`src/rtl/fft_ram_pkg.sv`:
```
// Shared definitions for the FFT sample RAM: geometry, complex sample type and
// the word packing (re in the high half, im in the low half) used by both RAM ports.
package fft_ram_pkg;

  localparam int ADDR_W   = 7;
  localparam int DATA_W   = 16;
  localparam int N_POINTS = 128;
  localparam int WORD_W   = 2 * DATA_W;

  typedef struct packed {
    logic [DATA_W-1:0] re;
    logic [DATA_W-1:0] im;
  } cplx_t;

  typedef enum logic [1:0] {
    ST_IDLE  = 2'd0,
    ST_READ  = 2'd1,
    ST_DRAIN = 2'd2
  } rd_state_e;

  function automatic logic [WORD_W-1:0] pack_word(input cplx_t s);
    return {s.re, s.im};
  endfunction

  function automatic cplx_t unpack_word(input logic [WORD_W-1:0] w);
    cplx_t s;
    s.re = w[WORD_W-1:DATA_W];
    s.im = w[DATA_W-1:0];
    return s;
  endfunction

  function automatic logic [ADDR_W-1:0] bitrev(input logic [ADDR_W-1:0] a);
    logic [ADDR_W-1:0] r;
    r = '0;
    for (int i = 0; i < ADDR_W; i++) begin
      r[i] = a[ADDR_W-1-i];
    end
    return r;
  endfunction

endpackage

```
`src/rtl/fft_rd_skid.sv`:
```
// Two-entry output buffer for RAM read data. The head entry registers drive the
// stream outputs directly and keep their data when the buffer empties.
module fft_rd_skid
  import fft_ram_pkg::*;
(
  input  logic       clk_i,
  input  logic       rst_i,
  input  logic       push_i,
  input  cplx_t      push_data_i,
  input  logic       push_last_i,
  input  logic       pop_i,
  output cplx_t      head_o,
  output logic       head_last_o,
  output logic       head_vld_o,
  output logic [1:0] occ_o
);

  cplx_t      head_q, head_d;
  cplx_t      tail_q, tail_d;
  logic       head_last_q, head_last_d;
  logic       tail_last_q, tail_last_d;
  logic [1:0] occ_q, occ_d;

  // Next-state selection keyed on occupancy and the push/pop pair.
  always_comb begin
    head_d      = head_q;
    tail_d      = tail_q;
    head_last_d = head_last_q;
    tail_last_d = tail_last_q;
    occ_d       = occ_q;
    case ({occ_q, push_i, pop_i})
      4'b00_10, 4'b00_11: begin
        head_d      = push_data_i;
        head_last_d = push_last_i;
        occ_d       = 2'd1;
      end
      4'b01_10: begin
        tail_d      = push_data_i;
        tail_last_d = push_last_i;
        occ_d       = 2'd2;
      end
      4'b01_11: begin
        head_d      = push_data_i;
        head_last_d = push_last_i;
      end
      4'b01_01: begin
        head_last_d = 1'b0;
        occ_d       = 2'd0;
      end
      4'b10_01: begin
        head_d      = tail_q;
        head_last_d = tail_last_q;
        occ_d       = 2'd1;
      end
      4'b10_11: begin
        head_d      = tail_q;
        head_last_d = tail_last_q;
        tail_d      = push_data_i;
        tail_last_d = push_last_i;
      end
      default: begin
        occ_d = occ_q;
      end
    endcase
  end

  // Buffer state registers.
  always_ff @(posedge clk_i) begin
    if (rst_i) begin
      head_q      <= '0;
      tail_q      <= '0;
      head_last_q <= 1'b0;
      tail_last_q <= 1'b0;
      occ_q       <= 2'd0;
    end else begin
      head_q      <= head_d;
      tail_q      <= tail_d;
      head_last_q <= head_last_d;
      tail_last_q <= tail_last_d;
      occ_q       <= occ_d;
    end
  end

  assign head_o      = head_q;
  assign head_last_o = head_last_q;
  assign head_vld_o  = |occ_q;
  assign occ_o       = occ_q;

endmodule

```
`src/rtl/fft_read_ram.sv`:
```
// Reads one 128-point frame out of the FFT sample RAM (natural or bit-reversed
// order) and streams it as ready/valid complex beats through a 2-entry buffer.
module fft_read_ram
  import fft_ram_pkg::*;
#(
  parameter int BIT_REV = 0
)
(
  input  logic              clk_in,
  input  logic              rst_in,
  input  logic              en_in,
  output logic              rd_en,
  output logic [ADDR_W-1:0] rd_addr,
  input  logic [WORD_W-1:0] rd_d,
  output logic [DATA_W-1:0] re_d,
  output logic [DATA_W-1:0] im_d,
  output logic              d_vld,
  input  logic              d_rdy,
  output logic              d_last,
  output logic              busy_out,
  output logic              done_out
);

  rd_state_e         state_q;
  logic [ADDR_W-1:0] cnt_q;
  logic              inflight_q;
  logic              inflight_last_q;
  logic              done_q;

  cplx_t             head_s;
  logic              head_last_s;
  logic              head_vld_s;
  logic [1:0]        occ_s;
  logic              pop_s;
  logic [2:0]        committed_s;
  logic              room_s;
  logic              last_rd_s;

  assign pop_s = head_vld_s & d_rdy;

  // A read issued now lands in the buffer next cycle, so it may only go out if
  // whatever is left after this cycle's push/pop still has a free slot.
  assign committed_s = {1'b0, occ_s} + {2'b00, inflight_q} - {2'b00, pop_s};
  assign room_s      = (committed_s < 3'd2);

  assign rd_en     = (state_q == ST_READ) & room_s;
  assign rd_addr   = (BIT_REV != 0) ? bitrev(cnt_q) : cnt_q;
  assign last_rd_s = rd_en & (cnt_q == ADDR_W'(N_POINTS - 1));

  // Frame sequencing, read counter and read-return tracking.
  always_ff @(posedge clk_in) begin
    if (rst_in) begin
      state_q         <= ST_IDLE;
      cnt_q           <= '0;
      inflight_q      <= 1'b0;
      inflight_last_q <= 1'b0;
      done_q          <= 1'b0;
    end else begin
      inflight_q      <= rd_en;
      inflight_last_q <= last_rd_s;
      done_q          <= 1'b0;
      case (state_q)
        ST_IDLE: begin
          if (en_in) begin
            state_q <= ST_READ;
            cnt_q   <= '0;
          end else begin
            state_q <= ST_IDLE;
          end
        end
        ST_READ: begin
          if (rd_en) begin
            cnt_q <= cnt_q + ADDR_W'(1);
          end else begin
            cnt_q <= cnt_q;
          end
          if (last_rd_s) begin
            state_q <= ST_DRAIN;
          end else begin
            state_q <= ST_READ;
          end
        end
        ST_DRAIN: begin
          if (pop_s & head_last_s) begin
            state_q <= ST_IDLE;
            done_q  <= 1'b1;
          end else begin
            state_q <= ST_DRAIN;
          end
        end
        default: begin
          state_q <= ST_IDLE;
        end
      endcase
    end
  end

  fft_rd_skid u_skid (
    .clk_i       (clk_in),
    .rst_i       (rst_in),
    .push_i      (inflight_q),
    .push_data_i (unpack_word(rd_d)),
    .push_last_i (inflight_last_q),
    .pop_i       (pop_s),
    .head_o      (head_s),
    .head_last_o (head_last_s),
    .head_vld_o  (head_vld_s),
    .occ_o       (occ_s)
  );

  assign re_d     = head_s.re;
  assign im_d     = head_s.im;
  assign d_vld    = head_vld_s;
  assign d_last   = head_last_s;
  assign busy_out = (state_q != ST_IDLE);
  assign done_out = done_q;

endmodule

```
`config.mk`:
```
export PLATFORM = sky130hd
export DESIGN_NAME = fft_read_ram
export DESIGN_NICKNAME = d
export VERILOG_FILES = /design/src/rtl/fft_ram_pkg.sv /design/src/rtl/fft_rd_skid.sv /design/src/rtl/fft_read_ram.sv
export SDC_FILE = /design/constraint.sdc
export NUM_CORES = 1
export LEC_CHECK = 0
export CAP_MARGIN = 25
export CORE_ASPECT_RATIO = 1.75
export CORE_UTILIZATION = 51
export DETAILED_ROUTE_END_ITERATION = 16
export PLACE_DENSITY = 0.9
export SLEW_MARGIN = 25
export SYNTH_ARGS = -nofsm -noshare
export SYNTH_HDL_FRONTEND = slang
export SYNTH_HIERARCHICAL = 1
export SYNTH_SLANG_ARGS = --single-unit
```
`constraint.sdc`:
```
create_clock -name clk_in -period 3.1 [get_ports clk_in]
set_clock_uncertainty 0.05 [all_clocks]
set_input_delay 0.775 -clock clk_in [delete_from_list [all_inputs] [get_ports clk_in]]
set_output_delay 0.775 -clock clk_in [all_outputs]
set_load 0.01 [all_outputs]
```
; ---- After elaboration in Yosys (flattened, before gate mapping)
; Cells that the tools add are included.
[word_totals]
ff_bits = 80
out_inout_bits = 44
wordCells = 57
[op_classes]
addsub = 3
magnitude_cmp = 1
n_eq_ne = 12
muxes = 11
bitwise = 5
n_reduce_logical = 13
[op_table]
columns = cell, n
row1 = case mux 32 bit (2 select lines), 1
row2 = two-way mux 7 bit, 2
row3 = case mux 7 bit (2 select lines), 1
row4 = equality test 4 x 3 -> 1 bit (second input constant), 3
row5 = case mux 2 bit (3 select lines), 2
row6 = equality test 4 x 2 -> 1 bit (second input constant), 2
row7 = equality test 4 bit (second input constant), 2
row8 = OR reduction 2 bit, 4
row9 = adder 7 x 1 -> 7 bit (second input constant), 1
row10 = equality test 7 bit (second input constant), 1
row11 = nonzero test 2 bit, 3
row12 = nonzero test 3 bit, 2
row13 = OR reduction 3 bit, 2
row14 = bitwise AND 1 bit, 4
row15 = two-way mux 2 bit, 2
row16 = inequality test 2 bit (second input constant), 2
row17 = adder 2 x 1 -> 3 bit, 1
row18 = less-than comparator 3 x 2 -> 1 bit (second input constant), 1
row19 = case mux 1 bit (3 select lines), 1
row20 = AND reduction 3 bit, 1
row21 = subtractor 3 x 1 -> 3 bit, 1
row22 = equality test 2 x 1 -> 1 bit (second input constant), 1
row23 = equality test 2 bit (second input constant), 1
row24 = logical NOT 2 bit, 1
row25 = other kinds (2), 3

; ---- Longest topological paths before layout
; Gate-level depths: netlist of run 1.
[logic_depth]
ltp_word = 8
depth_mapped = 10
depth_no_buf = 9

; ---- By module
; The synthesis of run 1 kept the hierarchy.
[by_module_without_submodules]
columns = module, instances, cells_per_inst, area_per_inst_um2
row1 = fft_rd_skid, 1, 358, 3219.3
row2 = fft_read_ram, 1, 66, 606.8

; ---- Worst setup path after synthesis of run 1
; OpenSTA, ideal clock, no wires.
[synth_path]
path_kind = reg2out
startpoint = reg u_skid.occ_q[1], in the netlist u_skid/occ_o[1]
endpoint = out rd_en
t_arrival_ns = 1.991
required_ns = 2.275
path_slack_ns = 0.284
stages_incl_launch_ff = 9
path_buffers = 1
cell_sequence = dfxtp_1 buf_6 or2_2 nand2_1 xnor2_1 nand2_1 fa_1 xor2_2 nor2_4
[synth_via]
elab_chain_cells = 5
elab_cells_between_ends = 6
classes_between = add/sub (2) / order compare (1) / bitwise (2) / reduce/logical (1)
[synth_lines]
columns = element, line_no
row1 = start: declaration, fft_rd_skid.sv:22  ; logic [1:0] occ_q, occ_d;
row2 = start signal: assignment, fft_rd_skid.sv:74  ; occ_q <= 2'd0;
row3 = start signal: assignment, fft_rd_skid.sv:80  ; occ_q <= occ_d;
row4 = OR reduction 2 bit, fft_rd_skid.sv:86  ; assign head_vld_o = |occ_q;
row5 = via d_vld, fft_read_ram.sv:17  ; output logic d_vld,
row6 = bitwise AND 1 bit, fft_read_ram.sv:39  ; assign pop_s = head_vld_s & d_rdy;
row7 = subtractor 3 x 1 -> 3 bit, fft_read_ram.sv:43  ; assign committed_s = {1'b0, occ_s} + {2'b00, inflight_q} - {2'b00, pop_s};
row8 = less-than comparator 3 x 2 -> 1 bit, fft_read_ram.sv:44  ; assign room_s = (committed_s < 3'd2);
row9 = bitwise AND 1 bit, fft_read_ram.sv:46  ; assign rd_en = (state_q == ST_READ) & room_s;
row10 = end: declaration, fft_read_ram.sv:12  ; output logic rd_en,
; The timed path passes the listed nets, and every way through them passes these cells.

; ---- Worst setup path in the final report of run 1
[layout_path]
startpoint = in d_rdy
endpoint = out rd_en
[layout_via]
elab_chain_cells = 4
[layout_lines]
columns = element, line_no
row1 = start: declaration, fft_read_ram.sv:18  ; input logic d_rdy,
row2 = bitwise AND 1 bit, fft_read_ram.sv:39
row3 = subtractor 3 x 1 -> 3 bit, fft_read_ram.sv:43
row4 = less-than comparator 3 x 2 -> 1 bit, fft_read_ram.sv:44
row5 = bitwise AND 1 bit, fft_read_ram.sv:46
; Every way passes these cells.

==> impl_metrics.csv, run 1 <==
group,metric,value,unit
yosys,synth_area_per_cell,9.02,sq um
grt,track_usage,0.250,
timing,max-slew-margin-rel,0.531,
worst_setup_path,path_cells,"clkdlybuf4s15_1 -> nand2_2 -> xnor2_1 -> nand2_1 -> fa_2 -> nand3b_4 -> nor2_4 -> buf_6",
timing,worstMarginPinSlew,0.704,ns
power_and_ir_drop,ir_drop,0.000319,V
worst_setup_path,endpoint_kind,"primary output",
die,coreArea,0.00723,sq mm
flow_run,maxCapViolations,0,
drt,ant_nets,0,
die,num_rows,41,
yosys,synth.top_cell.area_share,0.419,
yosys,synth_common_cells,"dfxtp_1 (80), nand2b_1 (68), nor2_1 (40)",
grt,grt_max_degree,66,
worst_setup_path,path_class,"in2out",
worst_setup_path,cp.required,2.27,ns
cells_and_area,area.sequential,0.00160,sq mm
timing,finalWorstSetupSlack,0.0912,ns
worst_hold_path,hp-start,"u_skid/tail_q[9]",
cells_and_area,final_cells,584,
grt,grt_pass1_vias,3151,
yosys,ys_top_cells_by_area,"dfxtp_1 (42%), nand2b_1 (11%), mux2i_1 (8.9%)",
yosys,yosys.area.top_type,"dfxtp_1",
drt,wl_per_cell,16.1,um
placement,place_congestion,0.806,
placement,dp_cells,568,
worst_setup_path,rrSetupSlack,0.64,ns
cells_and_area,multi_input_comb_area,0.00199,sq mm
worst_setup_path,max_stage_delay,0.56,ns
worst_setup_path,start_kind,"input pin",
drt,dr.pass1.iters,4,
timing,period_needed,3.01,ns
drt,first_iter_violations,239,
worst_hold_path,min_path_type,"reg2reg",
cells_and_area,fin_util,0.690,
clocking,clk_path_buf_depth,2,
yosys,synth.distinct_cells,42,
yosys,ys_ff_latch,80,
clocking,cts_htree_levels,3,
worst_setup_path,reg2reg_depth,10,
yosys,synthFlopType,"dfxtp_1",
timing,drv_slew,0,
die,initial_core_util,0.529,
yosys,synth-edff-count,0,
worst_setup_path,cp_slowest_cell,"fa_2",
run_status,outcome,"completed",
drt,viasPerCell,5.74,
cells_and_area,areaGrowthSynthToFinish,30.4,%
grt,overflow,0,
yosys,seq_area_frac_synth,0.419,
cells_and_area,drive_gt1_frac,0.0924,
clocking,cts_sinks,80,
yosys,syn_inst,424,
yosys,mappedNetlistArea,0.00383,sq mm
placement,place_hpwl,6.14,mm
drt,vias,3354,
worst_hold_path,whs_path_depth,2,
timing,period_share,0.971,
drt,drc,0,
worst_setup_path,crit_start,"d_rdy",
timing,fin_hold_ws,0.425,ns
timing,hold_viol_final,0,
power_and_ir_drop,leakage,1.76,nW
clocking,worstSkewPairLatency,0.33,ns
worst_setup_path,r2r-start,"u_skid/occ_o[1]",
yosys,synth.net_count,462,
placement,numPortBuffers,79,
timing,finalSetupTns,0,ns
clocking,hold_buffers,0,
timing,fmax,332,MHz
yosys,yosysWarnings,6,
grt,grt_pass1_wl,14.8,mm
power_and_ir_drop,powerDensity,521,mW/mm^2
die,die_h,117,um
worst_setup_path,cp.arrival,2.18,ns
clocking,cts_setup_buffers,0,
worst_setup_path,worstReg2RegEnd,"rd_addr[5]",
placement,pre_cts_ws,-0.592,ns
die,die_w,67.5,um
clocking,clk_pin_slew,0.06,ns
clocking,numCtsBuffers,9,
die,ioPinCount,80,
worst_setup_path,crit_fanout,2,
clocking,cts_tree,"yes",
die,dieArea,0.00787,sq mm
grt,antenna_found_initial,0,
timing,setup_viol,0,
worst_hold_path,whs_endpoint,"u_skid/tail_q[9]",
timing,rsz0062_at_grt,"no",
cells_and_area,antenna_cells,0,
cells_and_area,num-nets-final,531,
yosys,synth_most_common_cell,"dfxtp_1",
yosys,async_reset_ff_frac,0,
cells_and_area,nFillCells,576,
drt,wl,9.42,mm
clocking,cts_root_buf,"clkbuf_16",
## layer usage
layer	track usage	wire length [um]	vias up
met3	0.0586	529	11
li1	-	-	1638
met5	0	0	-
met1	0.288	3670	1606
met4	0.0936	161	0
met2	0.434	5060	99
## sequential cells by signal (all words and copies together), names as in the netlist, 2 cells and up
| register | count |
|---|---|
| rd_addr | 7 |
| u_skid/head_o | 32 |
| u_skid/occ_o | 2 |
| u_skid/tail_q | 32 |
| state_q | 2 |
## critical path: cells and delay by family
kind | cells | cell delay, ns
buf+inv | 2 | 0.30
fa+ha+maj | 1 | 0.56
simple gates | 4 | 0.39
xor+xnor | 1 | 0.15
## kinds of logic (layout without fill, tap and decap cells)
kind of cell,count (synthesis),count (layout),share of synthesized area
AO/OA/AOI/OAI,85,85,0.154
buffers and inverters,45,119,0.0654
XOR/XNOR,3,3,0.00883
flip-flops,80,80,0.419
adder cells (fa/ha/maj),2,2,0.00850
AND/OR/NAND/NOR,175,175,0.255
multiplexers,34,34,0.0889
## cells in the final DEF (no fill, tap or decap), types with 3 or more instances in the layout
master,count
inv_1,6
o21ai_0,36
nand3_1,36
buf_4,17
mux2i_1,34
nor3_1,3
nor3b_1,5
nor2_1,40
dfxtp_1,80
nand2_1,6
a21oi_1,6
nor2b_1,3
clkbuf_16,9
clkdlybuf4s50_1,76
a311oi_1,34
nand2b_1,68
## worst max-delay path by stage
stage | endpoint | slack [ns] | depth (start not counted)
after floorplan | rd_en | 0.28 | 8
after global placement | rd_en | -0.54 | 8
after detailed placement | rd_en | -0.59 | 8
after CTS | rd_en | 0.02 | 8
after global routing | rd_en | 0.001 | 8
final | rd_en | 0.09 | 8
## report_power, final
part | switching [mW] | internal [mW]
Clock | 0.413 | 0.751
Sequential | 0.0243 | 1.06
Combinational | 0.167 | 0.178
## through the flow
stage	power (mW)	instance area [sq um]
after floorplan	1.29	3830
after global placement	1.44	4650
after detailed placement	1.45	4650
after CTS	2.61	4990
after global routing	2.68	4990
final	2.60	4990
## timing repair
action | 4_1_cts | 5_1_grt
pin swaps | 3 | 2
setup endpoints to repair | 1 | 1
gates resized for setup | 9 | 0
## final cells by class
class,instances,share of cell area
inverters,6,0.00451
clock buffers,12,0.0514
flip-flops and latches,80,0.321
multi-input cells,299,0.399
repair buffers,97,0.187
well taps,86,0.0216
clock inverters,4,0.0153
No activity file was read; power rests on OpenSTA's default activity.
==> run 2: changes to the inputs <==
--- a/config.mk
+++ b/config.mk
@@ -10,7 +10,7 @@
 export CORE_UTILIZATION = 51
 export DETAILED_ROUTE_END_ITERATION = 16
 export PLACE_DENSITY = 0.9
-export SLEW_MARGIN = 25
+export SLEW_MARGIN = 10
 export SYNTH_ARGS = -nofsm -noshare
 export SYNTH_HDL_FRONTEND = slang
 export SYNTH_HIERARCHICAL = 1
==> results of run 2 <==
No change in the layout: final DEF, timing and power equal those of run 1.
